==> src/rtl/rv32i_types.sv <==
// Shared types for the memory arbiter: FSM state encoding and the cacheline
// container used by the cache/memory buses.
package rv32i_types;

  localparam int LINE_W = 256;

  typedef logic [LINE_W-1:0] cacheline_t;

  typedef enum logic [1:0] {
    IDLE    = 2'd0,
    SERVE_I = 2'd1,
    SERVE_D = 2'd2,
    DONE    = 2'd3
  } arb_state_t;

endpackage

==> src/rtl/mem_arbiter.sv <==
// Round-robin arbiter between the I-cache and D-cache in front of one memory
// port, with latched requests, registered outputs and a sticky timeout flag.
module mem_arbiter #(
  parameter int LINE_W  = 256,
  parameter int TIMEOUT = 1023
) (
  input  logic              clk,
  input  logic              rst,
  input  logic              i_read,
  input  logic [31:0]       i_addr,
  output logic [LINE_W-1:0] i_rdata,
  output logic              i_resp,
  input  logic              d_read,
  input  logic              d_write,
  input  logic [31:0]       d_addr,
  input  logic [LINE_W-1:0] d_wdata,
  output logic [LINE_W-1:0] d_rdata,
  output logic              d_resp,
  output logic              mem_read,
  output logic              mem_write,
  output logic [31:0]       mem_addr,
  output logic [LINE_W-1:0] mem_wdata,
  input  logic [LINE_W-1:0] mem_rdata,
  input  logic              mem_resp,
  output logic              err,
  output logic              last_grant_d
);
  import rv32i_types::*;

  localparam int CNT_W = (TIMEOUT < 1) ? 1 : $clog2(TIMEOUT + 1);
  localparam logic [CNT_W-1:0] T_MAX  = CNT_W'(TIMEOUT);
  localparam logic [CNT_W-1:0] T_LAST = CNT_W'(TIMEOUT - 1);

  arb_state_t       state;
  logic [CNT_W-1:0] wait_cnt;
  logic             i_req;
  logic             d_req;
  logic             grant_d;

  // On contention the side that did not win last time gets the port.
  assign i_req   = i_read;
  assign d_req   = d_read | d_write;
  assign grant_d = d_req && (!i_req || !last_grant_d);

  always_ff @(posedge clk or posedge rst) begin
    if (rst) begin
      state        <= IDLE;
      wait_cnt     <= '0;
      err          <= 1'b0;
      last_grant_d <= 1'b0;
      mem_read     <= 1'b0;
      mem_write    <= 1'b0;
      mem_addr     <= '0;
      mem_wdata    <= '0;
      i_rdata      <= '0;
      d_rdata      <= '0;
      i_resp       <= 1'b0;
      d_resp       <= 1'b0;
    end else begin
      i_resp <= 1'b0;
      d_resp <= 1'b0;
      case (state)
        IDLE: begin
          if (i_req || d_req) begin
            wait_cnt     <= '0;
            last_grant_d <= grant_d;
            if (grant_d) begin
              state     <= SERVE_D;
              mem_addr  <= d_addr;
              mem_wdata <= d_wdata;
              // A simultaneous read+write request is serviced as a writeback.
              mem_write <= d_write;
              mem_read  <= !d_write;
            end else begin
              state     <= SERVE_I;
              mem_addr  <= i_addr;
              mem_read  <= 1'b1;
              mem_write <= 1'b0;
            end
          end
        end
        SERVE_I, SERVE_D: begin
          if (mem_resp) begin
            state     <= DONE;
            mem_read  <= 1'b0;
            mem_write <= 1'b0;
            if (state == SERVE_I) begin
              i_rdata <= mem_rdata;
              i_resp  <= 1'b1;
            end else begin
              if (mem_read) d_rdata <= mem_rdata;
              d_resp <= 1'b1;
            end
          end else begin
            // Saturating wait counter; err latches once the limit is hit.
            if (wait_cnt != T_MAX) wait_cnt <= wait_cnt + CNT_W'(1);
            if (wait_cnt >= T_LAST) err <= 1'b1;
          end
        end
        DONE:    state <= IDLE;
        default: state <= IDLE;
      endcase
    end
  end

endmodule

==> config.mk <==
export PLATFORM = sky130hd
export DESIGN_NAME = mem_arbiter
export DESIGN_NICKNAME = d
export VERILOG_FILES = /design/src/rtl/rv32i_types.sv /design/src/rtl/mem_arbiter.sv
export SDC_FILE = /design/constraint.sdc
export NUM_CORES = 2
export LEC_CHECK = 0
export BUFFER_PORTS_ARGS = -buffer_cell sky130_fd_sc_hd__buf_2
export CORE_AREA = 2 2 537 539
export CTS_CLUSTER_SIZE = 20
export DETAILED_ROUTE_END_ITERATION = 7
export DIE_AREA = 0 0 539 541
export SLEW_MARGIN = 15
export SYNTH_ARGS = -nofsm -noshare
export SYNTH_HDL_FRONTEND = slang
export SYNTH_SLANG_ARGS = --single-unit
==> constraint.sdc <==
create_clock -name clk -period 34.1 [get_ports clk]
set_input_delay 6.82 -clock clk [delete_from_list [all_inputs] [get_ports clk]]
set_output_delay 6.82 -clock clk [all_outputs]
set_load 0.05 [all_outputs]
==> summary.md <==
| Metric | Value |
|---|---|
| Top-count cell post-synth | `dfrtp_1` |
| Congestion Overflow GR | `0` |
| Post-Route WL | `197.4 mm` |
| Hold buffer count at cts | `0` |
| Unique masters post-synth | `43` |
| Fillers | `between 30000 and 40000` |
| Rel. slew slack | `27.38%` |
| Total track usage | `13.08%` |
| Final worst setup slack | `between 20 and 25 ns` |
| Top post-synthesis cells by area | `dfrtp_1 66%, mux2_2 27%, buf_6 1.4%, mux2i_1 1.1%, buf_2 0.77%` |
| Gpl congestion | `0.9366` |
| Die width | `539 µm` |
| Top cells by count, synth | `818 x dfrtp_1, 750 x mux2_2, 48 x buf_2` |
| Sequential area share after synthesis | `66.02%` |
| Worst slack, placed | `about 23 ns` |
| Largest net degree at the start of global routing | `162` |
| Worst min path class | `flop to flop` |
| Detail Route Antenna Nets | `0` |
| # Post-CTS Setup Buffers | `0` |
| Gate Count Post-Synth | `between 1500 and 2000` |
| Max H-tree Level | `3` |
| Die area | `~290000 µm²` |
| Final instance area | `45680 µm²` |
| Std-Cell Rows | `197` |
| Buffers added on ports | `~1400` |
| CTS Buf Count | `100` |
| Clk_lat worst skew | `0.81 ns` |
| CTS resizes | `0` |
| Clock buffer depth | `4` |
| Leakage | `approximately 21 nW` |
| Type of element capturing the critical path | `asynchronous set/reset pin` |
| Syn Area/Cell | `16.59 µm²` |
| CTS tree | `yes` |
| FF+latch count, synth | `818` |
| Pwr Total | `6.267 mW` |
| Core region area | `between 200000 and 300000 µm²` |
| Status | `complete, no violations` |
| Most used flip-flop cell after synthesis | `dfrtp_1` |
| FMAX | `around 96 MHz` |
| Sink Count | `a little over 800` |
| Startpoint types | `primary input` |
| Vias per inst | `3.197` |
| WS Path Type | `primary input to asynchronous set/reset pin` |
| Post-DP Area | `42190 µm²` |
| Initial DRC count | `1288` |
| Initial Utilization | `a little over a tenth` |
| Initial antenna violation count | `~210` |
| Die height | `about 540 µm` |
| Synthesized Nets | `between 2000 and 2500` |
| Post-synth EDFFs | `0` |
| Number of global-route vias before repair | `between 20000 and 25000` |
| Hold Slack | `0.4731 ns` |
| Biggest area consumer among synthesized cells | `dfrtp_1` |
| Worst Tran Pin Value | `~1.1 ns` |
| Final hold vios | `0` |
| Power per cell area | `137.2 nW/µm²` |
| Ys Warns | `0` |
| Final setup fails | `0` |
| Post-route DRC | `0` |
| WL/cell | `27.43 µm` |
| Synth top area share | `66.02%` |
| Setup Skew | `~0.025 ns` |
| Boundary Pins | `1388` |
| Nets | `between 3000 and 4000` |
| Worst EP arrival | `11.22 ns` |
| Worst vdd ir | `roughly 0.073 mV` |
| MaxCap Viol Count | `0` |
| RSZ-0062 raised after global routing | `false` |
| Final Cycle Share | `a little under a third` |
| DPL Wire Length | `170.2 mm` |
| Worst-path clk slew | `0.06 ns` |
| DRT Pass-1 Iters | `5` |
| Crit Path Max Fanout | `between 100 and 150` |
| Final setup TNS | `0 ns` |
| First-pass GRT wire length | `around 250 mm` |
| Layout cells sized above 1 | `69.32%` |
| Via count | `23003` |
| Slew Viols, Final | `0` |
| Root Driver | `clkbuf_16` |
| Worst Path Required | `34.87 ns` |
| Synth Cell Area | `31010 µm²` |
| Area Overhead vs Synth | `47.32%` |
| Fin crit period | `10.45 ns` |
| Synth async-reset ratio | `100.0%` |
logic make-up after synthesis:
| logic type | synth area share (%) |
|---|---|
| adder cells (fa/ha/maj) | 0.1614 |
| AO/OA/AOI/OAI | 1.243 |
| AND/OR/NAND/NOR | 1.142 |
| flip-flops | 66.02 |
| multiplexers | 28.96 |
| buffers and inverters | 2.482 |
through the flow:
stage,utilization (%),instances
detailed placement,14.73,6962
finish,15.95,7196
global route,15.91,7156
global placement,14.73,6962
CTS,15.90,7145
floorplan,-,1869
worst paths after layout:
kind | from | to | slack (ns) | depth (start not counted)
min in group asynchronous | rst | d_rdata[213] | 6.06 | 2
min | mem_addr[14] | mem_addr[14] | 0.47 | 2
max in group clk | d_read | mem_wdata[197] | 24.30 | 7
min reg2reg | mem_addr[14] | mem_addr[14] | 0.47 | 2
max | rst | d_rdata[45] | 23.65 | 7
max reg2reg | state[0] | mem_wdata[197] | 29.90 | 7
power breakdown:
| group | switching, mW | internal, mW | leakage (nW) |
|---|---|---|---|
| logic | 2.61 | 0.829 | 9.72 |
| registers | 0.265 | 1.46 | 9.81 |
| clock network | 0.459 | 0.640 | 1.64 |
registers in the layout, indices dropped and copies added (netlist names):
name          cells
mem_addr         32
state             2
d_rdata         256
mem_wdata       256
err               1
last_grant_d      1
d_resp            1
i_resp            1
mem_write         1
i_rdata         256
wait_cnt         10
mem_read          1
critical path: stages:
cell    delay (ns)
buf_2         0.14
inv_8         0.36
buf_4         0.70
buf_4         0.68
buf_12        0.52
buf_4         0.76
buf_4         0.85
cell type report:
cell class | count | area, µm² | share of cell area, %
Tap cell | 3781 | 4731 | 10.36
Timing Repair Buffer | 1410 | 7152 | 15.66
Clock inverter | 40 | 473.0 | 1.035
Antenna cell | 51 | 127.6 | 0.2794
Inverter | 9 | 41.29 | 0.09039
Multi-Input combinational cell | 944 | 9801 | 21.46
Sequential cell | 818 | 20470 | 44.81
Clock buffer | 143 | 2884 | 6.314
per-layer routing:
| layer | track usage [%] | vias up | share of wire, % |
|---|---|---|---|
| met3 | 9.007 | 529 | 16 |
| met5 | 0 | - | 0.56 |
| met4 | 4.475 | 164 | 4.2 |
| met2 | 20.27 | 1361 | 43 |
| met1 | 14.03 | 11397 | 36 |
| li1 | - | 9552 | - |
cell usage in the layout (no fill, tap or decap), types with 3 or more instances in the layout:
| cell type | instances |
|---|---|
| buf_2 | 1387 |
| dfrtp_1 | 818 |
| mux2_2 | 750 |
| clkbuf_16 | 100 |
| diode_2 | 51 |
| nand2_1 | 41 |
| o21ai_0 | 38 |
| mux2i_1 | 33 |
| clkbuf_8 | 22 |
| clkbuf_1 | 21 |
| buf_4 | 20 |
| mux2_1 | 18 |
| clkinv_2 | 12 |
| a31oi_1 | 8 |
| inv_1 | 7 |
| clkinvlp_4 | 7 |
| bufinv_16 | 6 |
| nand3_1 | 5 |
| inv_6 | 5 |
| inv_8 | 4 |
| nand4_1 | 4 |
| nor2_1 | 4 |
| a21oi_1 | 4 |
| ha_1 | 4 |
| and3_1 | 3 |
| nand2b_1 | 3 |
| inv_16 | 3 |
| clkinv_4 | 3 |
| buf_12 | 3 |
(Power assumes the default switching activity.)
